## config.mk

```make
export PLATFORM = sky130hd
export DESIGN_NAME = score_bcd_accumulator
export DESIGN_NICKNAME = d
export VERILOG_FILES = /design/src/rtl/score_bcd_accumulator.sv
export SDC_FILE = /design/constraint.sdc
export NUM_CORES = 1
export LEC_CHECK = 0
export CAP_MARGIN = 20
export CORE_MARGIN = 5
export CORE_UTILIZATION = 55
export CTS_BUF_LIST = sky130_fd_sc_hd__clkbuf_4
export CTS_CLUSTER_DIAMETER = 150
export CTS_CLUSTER_SIZE = 10
export DETAILED_ROUTE_END_ITERATION = 8
export PLACE_DENSITY = 0.78
export SLEW_MARGIN = 10
export SYNTH_ARGS = -nofsm -noshare
export SYNTH_HDL_FRONTEND = slang
export SYNTH_SLANG_ARGS = --single-unit
```

## constraint.sdc

```tcl
create_clock -name clk -period 2.7 [get_ports clk]
set_clock_uncertainty 0.15 [all_clocks]
set_input_delay 0.54 -clock clk [delete_from_list [all_inputs] [get_ports clk]]
set_output_delay 0.54 -clock clk [all_outputs]
set_load 0.005 [all_outputs]
```

## src/rtl/score_bcd_accumulator.sv

```systemverilog
// -----------------------------------------------------------------------------
// score_bcd_accumulator
//
// Purpose:
//   Builds the 4-digit packed-BCD score word shown by the seven-segment display
//   controller. Brick-hit events (rising edges of hit_in) carry a point value,
//   which is clamped and queued in a small FIFO. A five-state FSM pops one
//   entry at a time into a working copy of the score and ripples the addition
//   through the BCD digits, one digit per cycle. Only the final result is
//   committed to big_bin, so the display never sees a half-carried value.
//
// Ports:
//   clk        in   system clock, shared with the display controller
//   rst_n      in   asynchronous active-low reset
//   hit_in     in   brick-hit level; each rising edge is one event
//   points     in   point value sampled on the hit edge (0 -> 1, >MAX -> MAX)
//   clear      in   synchronous game clear, active high, beats hits/commits
//   big_bin    out  packed BCD score, [15:12] thousands .. [3:0] ones
//   busy       out  work pending (FIFO non-empty or FSM not idle)
//   saturated  out  sticky, score has been clamped at 9999
//   dropped    out  sticky, a hit was lost because the FIFO was full
//
// FSM states:
//   state  | meaning
//   S_IDLE | waiting; pops the FIFO head and snapshots big_bin when work exists
//   S_D0   | adds the popped points to the ones digit
//   S_D1   | propagates carry into the tens digit
//   S_D2   | propagates carry into the hundreds digit
//   S_D3   | propagates carry into thousands and commits (or saturates)
// -----------------------------------------------------------------------------
module score_bcd_accumulator #(
  parameter int FIFO_DEPTH = 4,
  parameter int MAX_POINTS = 9
) (
  input  logic        clk,
  input  logic        rst_n,
  input  logic        hit_in,
  input  logic [3:0]  points,
  input  logic        clear,
  output logic [15:0] big_bin,
  output logic        busy,
  output logic        saturated,
  output logic        dropped
);

  localparam int PTR_W = (FIFO_DEPTH > 1) ? $clog2(FIFO_DEPTH) : 1;
  localparam int CNT_W = PTR_W + 1;
  localparam logic [CNT_W-1:0] CNT_FULL = CNT_W'(FIFO_DEPTH);
  localparam logic [3:0] MAX_PTS = 4'(MAX_POINTS);

  typedef enum logic [2:0] {
    S_IDLE,
    S_D0,
    S_D1,
    S_D2,
    S_D3
  } state_e;

  // Single BCD digit add: returns {carry_out, digit}. Inputs never exceed
  // 9 + 9, so one conditional subtract of 10 is enough.
  function automatic logic [4:0] digit_add(input logic [3:0] a, input logic [3:0] b);
    logic [4:0] sum;
    logic [4:0] sum_m10;
    sum     = {1'b0, a} + {1'b0, b};
    sum_m10 = sum - 5'd10;
    if (sum > 5'd9) begin
      digit_add = {1'b1, sum_m10[3:0]};
    end else begin
      digit_add = {1'b0, sum[3:0]};
    end
  endfunction

  // ---------------------------------------------------------------------------
  // Registers
  // ---------------------------------------------------------------------------
  state_e             state_q,   state_d;
  logic               hit_q;
  logic [3:0]         mem_q [FIFO_DEPTH];
  logic [3:0]         mem_d [FIFO_DEPTH];
  logic [PTR_W-1:0]   wr_ptr_q,  wr_ptr_d;
  logic [PTR_W-1:0]   rd_ptr_q,  rd_ptr_d;
  logic [CNT_W-1:0]   cnt_q,     cnt_d;
  logic [3:0]         addend_q,  addend_d;
  logic [15:0]        work_q,    work_d;
  logic               carry_q,   carry_d;
  logic [15:0]        big_bin_q, big_bin_d;
  logic               sat_q,     sat_d;
  logic               drop_q,    drop_d;
  logic               busy_q,    busy_d;

  // ---------------------------------------------------------------------------
  // Event detect, clamp and FIFO handshake
  // ---------------------------------------------------------------------------
  logic       hit_evt;
  logic       pop;
  logic       push_ok;
  logic [3:0] pts_clamped;

  assign hit_evt = hit_in & ~hit_q;

  always_comb begin
    pts_clamped = points;
    if (points == 4'd0) begin
      pts_clamped = 4'd1;
    end else if (points > MAX_PTS) begin
      pts_clamped = MAX_PTS;
    end
  end

  // The FSM only pops from IDLE; a pop in the same cycle frees a slot, so a
  // push into a full FIFO is still accepted then.
  assign pop     = (state_q == S_IDLE) && (cnt_q != '0);
  assign push_ok = hit_evt && ((cnt_q != CNT_FULL) || pop);

  // ---------------------------------------------------------------------------
  // Next-state logic
  // ---------------------------------------------------------------------------
  logic [4:0] d0_res;
  logic [4:0] d1_res;
  logic [4:0] d2_res;
  logic [4:0] d3_res;

  assign d0_res = digit_add(work_q[3:0],   addend_q);
  assign d1_res = digit_add(work_q[7:4],   {3'b000, carry_q});
  assign d2_res = digit_add(work_q[11:8],  {3'b000, carry_q});
  assign d3_res = digit_add(work_q[15:12], {3'b000, carry_q});

  always_comb begin
    state_d   = state_q;
    mem_d     = mem_q;
    wr_ptr_d  = wr_ptr_q;
    rd_ptr_d  = rd_ptr_q;
    cnt_d     = cnt_q;
    addend_d  = addend_q;
    work_d    = work_q;
    carry_d   = carry_q;
    big_bin_d = big_bin_q;
    sat_d     = sat_q;
    drop_d    = drop_q;

    // FIFO
    if (push_ok) begin
      mem_d[wr_ptr_q] = pts_clamped;
      wr_ptr_d        = wr_ptr_q + PTR_W'(1);
    end
    if (pop) begin
      rd_ptr_d = rd_ptr_q + PTR_W'(1);
    end
    if (hit_evt && !push_ok) begin
      drop_d = 1'b1;
    end
    case ({push_ok, pop})
      2'b10:   cnt_d = cnt_q + CNT_W'(1);
      2'b01:   cnt_d = cnt_q - CNT_W'(1);
      default: cnt_d = cnt_q;
    endcase

    // Serial BCD add
    case (state_q)
      S_IDLE: begin
        if (pop) begin
          addend_d = mem_q[rd_ptr_q];
          work_d   = big_bin_q;
          carry_d  = 1'b0;
          state_d  = S_D0;
        end
      end
      S_D0: begin
        work_d[3:0] = d0_res[3:0];
        carry_d     = d0_res[4];
        state_d     = S_D1;
      end
      S_D1: begin
        work_d[7:4] = d1_res[3:0];
        carry_d     = d1_res[4];
        state_d     = S_D2;
      end
      S_D2: begin
        work_d[11:8] = d2_res[3:0];
        carry_d      = d2_res[4];
        state_d      = S_D3;
      end
      S_D3: begin
        work_d[15:12] = d3_res[3:0];
        carry_d       = d3_res[4];
        // Carry out of thousands means the true score passed 9999.
        if (d3_res[4]) begin
          big_bin_d = 16'h9999;
          sat_d     = 1'b1;
        end else begin
          big_bin_d = {d3_res[3:0], work_q[11:0]};
        end
        state_d = S_IDLE;
      end
      default: begin
        state_d = S_IDLE;
      end
    endcase

    // Clear overrides everything above, including a same-cycle event
    // (discarded without flagging dropped) and a D3 commit.
    if (clear) begin
      state_d   = S_IDLE;
      wr_ptr_d  = '0;
      rd_ptr_d  = '0;
      cnt_d     = '0;
      carry_d   = 1'b0;
      big_bin_d = 16'h0000;
      sat_d     = 1'b0;
      drop_d    = 1'b0;
    end

    busy_d = (state_d != S_IDLE) || (cnt_d != '0);
  end

  // ---------------------------------------------------------------------------
  // State registers
  // ---------------------------------------------------------------------------
  always_ff @(posedge clk or negedge rst_n) begin
    if (!rst_n) begin
      state_q   <= S_IDLE;
      hit_q     <= 1'b0;
      for (int i = 0; i < FIFO_DEPTH; i++) begin
        mem_q[i] <= 4'd0;
      end
      wr_ptr_q  <= '0;
      rd_ptr_q  <= '0;
      cnt_q     <= '0;
      addend_q  <= 4'd0;
      work_q    <= 16'h0000;
      carry_q   <= 1'b0;
      big_bin_q <= 16'h0000;
      sat_q     <= 1'b0;
      drop_q    <= 1'b0;
      busy_q    <= 1'b0;
    end else begin
      state_q   <= state_d;
      hit_q     <= hit_in;
      mem_q     <= mem_d;
      wr_ptr_q  <= wr_ptr_d;
      rd_ptr_q  <= rd_ptr_d;
      cnt_q     <= cnt_d;
      addend_q  <= addend_d;
      work_q    <= work_d;
      carry_q   <= carry_d;
      big_bin_q <= big_bin_d;
      sat_q     <= sat_d;
      drop_q    <= drop_d;
      busy_q    <= busy_d;
    end
  end

  assign big_bin   = big_bin_q;
  assign busy      = busy_q;
  assign saturated = sat_q;
  assign dropped   = drop_q;

endmodule

```

**Word level (Yosys, flattened, before mapping)**

Cells that the tools add are included.

- Input port bits: 8
- Register bits after elaboration: 67
- Word-level logic and storage cells: 118

- Muxes and demuxes: 37
- $lt $le $gt $ge: 8
- Add/subtract/negate cells: 12
- Reduce and logical (&&, ||, !) cells: 29
- Equal/unequal tests: 9
- Bitwise operators: 4

Operator list:

| operator | number |
|---|---|
| two-way mux 16 bit | 4 |
| case mux 4 bit (2 select lines) | 4 |
| greater-than comparator 5 x 4 -> 1 bit (second input constant) | 4 |
| two-way mux 4 bit | 5 |
| two-way mux 5 bit | 4 |
| nonzero test 2 bit | 9 |
| bitwise mux 16 bit | 1 |
| subtractor 4 bit (second input constant) | 4 |
| adder 4 x 1 -> 5 bit | 3 |
| AND reduction 2 bit | 7 |
| case mux 3 bit (4 select lines) | 1 |
| two-way mux 3 bit | 3 |
| nonzero test 3 bit | 3 |
| binary-select mux 4 bit (select 2 bit) | 1 |
| demux 4 bit (select 2 bit) | 1 |
| two-way mux 2 bit | 4 |
| two-way mux 1 bit | 7 |
| == test 3 x 2 -> 1 bit (second input constant) | 2 |
| greater-or-equal comparator 3 bit (second input constant) | 2 |
| != test 3 bit (second input constant) | 2 |
| NOT 2 -> 3 bit | 2 |
| case mux 3 bit (2 select lines) | 1 |
| nonzero test 6 bit | 1 |
| adder 4 x 4 -> 5 bit | 1 |
| 18 further kinds | 23 |

**Longest topological paths before layout**

- Depth after elaboration: 9
- Gate-level depth with buffers: 11
- Depth with buffers taken out: 10

**Least setup slack after synthesis**

Ideal clock, no wire load.

- Path kind: register to register
- From: reg state_q[1]
- To: reg busy_q, in the netlist busy
- Setup time: 139 ps
- Clock period less this slack: 3,049 ps
- Cell stages (with the launch flop): 11
- Data arrival time: 2,760 ps
- Setup slack: -349 ps
- Path through: dfrtp_1 -> buf_6 -> or3_4 -> a311oi_4 -> inv_1 -> ha_1 -> fa_1 -> xnor2_1 -> o21ai_0 -> a21oi_1 -> or4_1

- Longest elaborated chain between the ends: 9

Ends and longest elaborated chain:

| what | RTL line | RTL |
|---|---|---|
| from (decl) | 76 | `state_e state_q, state_d;` |
| from (signal assigned) | 237 | `state_q <= state_d;` |
| logical NOT 3 bit * | 112 | `assign pop = (state_q == S_IDLE) && (cnt_q != '0);` |
| logical AND 1 bit * | 112 |  |
| logical OR 1 bit | 113 | `assign push_ok = hit_evt && ((cnt_q != CNT_FULL) \|\| pop);` |
| logical AND 1 bit | 113 |  |
| == test 2 x 1 -> 1 bit or == test 2 bit (tied branches) | 152 | `case ({push_ok, pop})` |
| case mux 3 bit (2 select lines) * | 152 |  |
| two-way mux 3 bit * | 202 | `if (clear) begin` |
| via cnt_d[2] | 82 | `logic [CNT_W-1:0] cnt_q, cnt_d;` |
| nonzero test 3 bit * | 213 | `busy_d = (state_d != S_IDLE) \|\| (cnt_d != '0);` |
| logical OR 1 bit * | 213 |  |
| via busy_d | 89 | `logic busy_q, busy_d;` |
| to (signal assigned) | 249 | `busy_q <= busy_d;` |
| to (decl) | 89 |  |

Mark *: on every way through the listed nets, which the timed path passes. The rest lies on a longest branch.
A chain may end at the register's enable or synchronous reset.

**Worst setup path after layout**

- From: reg state_q[2]
- To: reg busy_q, in the netlist busy

Same word-level chain as after synthesis.

==> impl_metrics.yaml <==
detailed_routing:
  drc_errors: 0
  wl_mm: 8.555
  via_per_inst: 5.853
  drtIter0Drc: 152
  dr.pass1.iters: 5
  wl_per_cell_um: 15.90
  drtAntennaViolNets: 0
  via_count: 3149
synthesis:
  ys_async_sr_fraction_pct: 100.0
  synth_cell_types: 51
  netlist_area_um2: 3742
  syn_inst: 398
  synth.most_common_cell: "dfrtp_1"
  synth-seq-area-share_pct: 44.80
  synth_top_area_share_pct: 44.80
  synth_seq_cells: 67
  avgSynthCellArea_um2: 9.403
  synthFlopType: "dfrtp_1"
  ys_warn_count: 0
  ys_top_cells_by_area: "dfrtp_1 45%, ha_1 6.7%, nor2_1 5.3%, nand2_1 4.6%, o21ai_0 3.3%"
  synth_edf_count: 0
  yosys-top-cells-count: "67 x dfrtp_1, 53 x nor2_1, 46 x nand2_1, 25 x o21ai_0"
  yosysTopAreaCell: "dfrtp_1"
  synth_nets: 428
floorplan:
  ios: 27
  dieHeight_um: 92.49
  chipWidth_um: 92.49
  start_util_pct: 55.70
  core_um2: 6719
  rows: 30
  die_area_um2: 8553
timing:
  min_period_over_period_pct: 102.5
  worst_slack_ns: -0.06864
  finalHoldViolCount: 0
  period_needed_ns: 2.769
  max_freq_mhz: 361.2
  hold_ws_ns: 0.3452
  finalSetupTns_ns: -0.06864
  rsz0062_at_grt: "yes"
  slew_violations: 0
  worst_pin_slew_ns: 0.6039
  timing.slew.headroom_pct: 59.74
  finalSetupViolCount: 1
pwr:
  power.switching_mw: 1.873
  vdd_ir_drop_max_mv: 0.5146
  seq_power_share_pct: 31.6
  intPower_mw: 2.720
  p_sw_share_pct: 40.78
  power_leakage_nw: 2.035
  powerDensity_nw_per_um2: 1010
  pwr-share-clk_pct: 14.9
  comb_power_share_pct: 53.6
setup_path:
  path_cells: "or3_4 > a311oi_4 > inv_1 > ha_2 > fa_2 > xnor2_2 > or3_1 > a21oi_1 > or4_1"
  required_ns: 2.87
  timing.critical_path.buf_inv: 1
  crit_type: "reg2reg"
  arrival_ns: 2.94
  cp_top_family: "simple AND/OR/NAND/NOR gates"
  crit_slowest_cell: "or4_1"
  critPathLaunchType: "flop"
  end_kind: "flop"
  slowest_delay_ns: 0.49
  critPathMaxFanout: 2
placement:
  numPortBuffers: 26
  dp.cells: 517
  hpwl_mm: 6.041
  gp_congestion: 0.8383
cts:
  cts_buffers: 9
  clk_path_buf_depth: 2
  htree_num_levels: 3
  cts_sinks: 67
  root_buffer: "clkbuf_4"
  clk_pin_slew_ns: 0.12
  clkLatencyLatePin_ns: 0.44
  cts_tree: "done"
global_routing:
  grt-ovfl-total: 0
  first_global_vias: 2922
  grt_max_degree: 35
  grt.total_usage_pct: 20.81
  antenna_found_initial: 0
  grt_pass1_wl_mm: 14.01
cells_and_area:
  nFillCells: 501
  stdcell_count: 538
  post-route-util_pct: 67.65
  final_net_count: 483
  num_antenna_cells: 0
  area_growth_pct: 21.46
  drive_gt1_share_pct: 17.90
worst_hold_path:
  min_path_type: "reg2reg"
flow_run:
  cap_violations: 0
status:
  status: "finished, violations left"
  violations: "negative setup slack"
[tightest hold or removal path, stage by stage (launching register included)]
cell and delay [ns]:
dfrtp_1 0.36, nand2_1 0.05, o21ai_0 0.06
[metal layers]
metal	wire, µm	track usage [%]	up-vias
met4	203	9.282	0
met1	3939	28.30	1523
met3	414	3.168	20
met5	0	0	-
met2	3997	32.99	89
li1	-	-	1517
[stage by stage]
stage	setup WS (ns)	instance area, µm²	total power, mW
5_1_grt	-0.1790	4546	4.888
3_5_place_dp	-0.4104	4274	3.637
4_1_cts	-0.05235	4459	4.394
2_1_floorplan	-0.1946	3762	2.941
6_report	-0.06864	4546	4.592
3_3_place_gp	-0.3122	4274	3.535
[logic make-up after synthesis]
kind of cell    share of synthesized area [%]
compound gates                          15.78
xor+xnor                                3.745
fa+ha+maj                               7.757
mux                                     5.015
buf+inv                                 3.778
flops                                   44.80
simple gates                            19.12
[placed cells by master (no fill, tap or decap), types with 5 or more instances in the layout]
cell type         n
xnor2_1           8
ha_1             15
o22ai_1           5
clkbuf_4         10
nand3_1          10
o21ai_0          23
ha_2              5
nand2b_1          7
dfrtp_1          67
a21oi_1          19
nor3_1           12
buf_4            33
a22oi_1          10
inv_1            17
xor2_1            5
clkdlybuf4s50_1  25
nor2_1           53
nand2_1          46
or3_1             5
mux2_2            5
nor2b_1           5
[power groups by stage]
stage | Clock [mW] | Combinational (mW) | Sequential (mW)
after detailed placement | 0 | 2.18 | 1.46
after floorplan | 0 | 1.56 | 1.39
after CTS | 0.694 | 2.26 | 1.44
final | 0.683 | 2.46 | 1.45
after global routing | 0.733 | 2.67 | 1.48
after global placement | 0 | 2.09 | 1.45
[state kept, by name, summed over array words and instances, names as in the netlist]
name and flops:
rd_ptr_q 2, work_q 16, hit_q 1, addend_q 4, wr_ptr_q 2, state_q 3
mem_q 16, carry_q 1, dropped 1, busy 1, cnt_q 3, saturated 1
big_bin 16
[final timing paths]
path / startpoint / endpoint / slack, ns / depth (start not counted)
setup reg to reg: state_q[2]$_DFF_PN0_ / busy$_DFF_PN0_ / -0.07 / 9
setup / recovery: state_q[2]$_DFF_PN0_ / busy$_DFF_PN0_ / -0.07 / 9
hold reg to reg: mem_q[4]$_DFFE_PN0P_ / mem_q[4]$_DFFE_PN0P_ / 0.35 / 2
min in group asynchronous: rst_n / busy$_DFF_PN0_ / 0.48 / 2
hold / removal: mem_q[4]$_DFFE_PN0P_ / mem_q[4]$_DFFE_PN0P_ / 0.35 / 2
max in group asynchronous: rst_n / big_bin[3]$_DFFE_PN0P_ / 1.11 / 4
[cell type report]
class	count	area, µm²	area share [%]
clock buffers	10	75.07	1.652
clock inverters	6	65.06	1.431
multi-input cells	296	2028	44.62
inverters	18	67.56	1.486
well taps	80	100.1	2.202
repair buffers	61	533.0	11.73
flip-flops and latches	67	1677	36.88
[repair_timing]
item,4_1_cts,5_1_grt
setup endpoints to repair,3,9
setup buffers,2,2
hold endpoints to repair,24,0
gates resized for setup,3,17
pin swaps,1,7
hold buffers,1,0
Note: power is estimated with default switching activity, not from simulation.
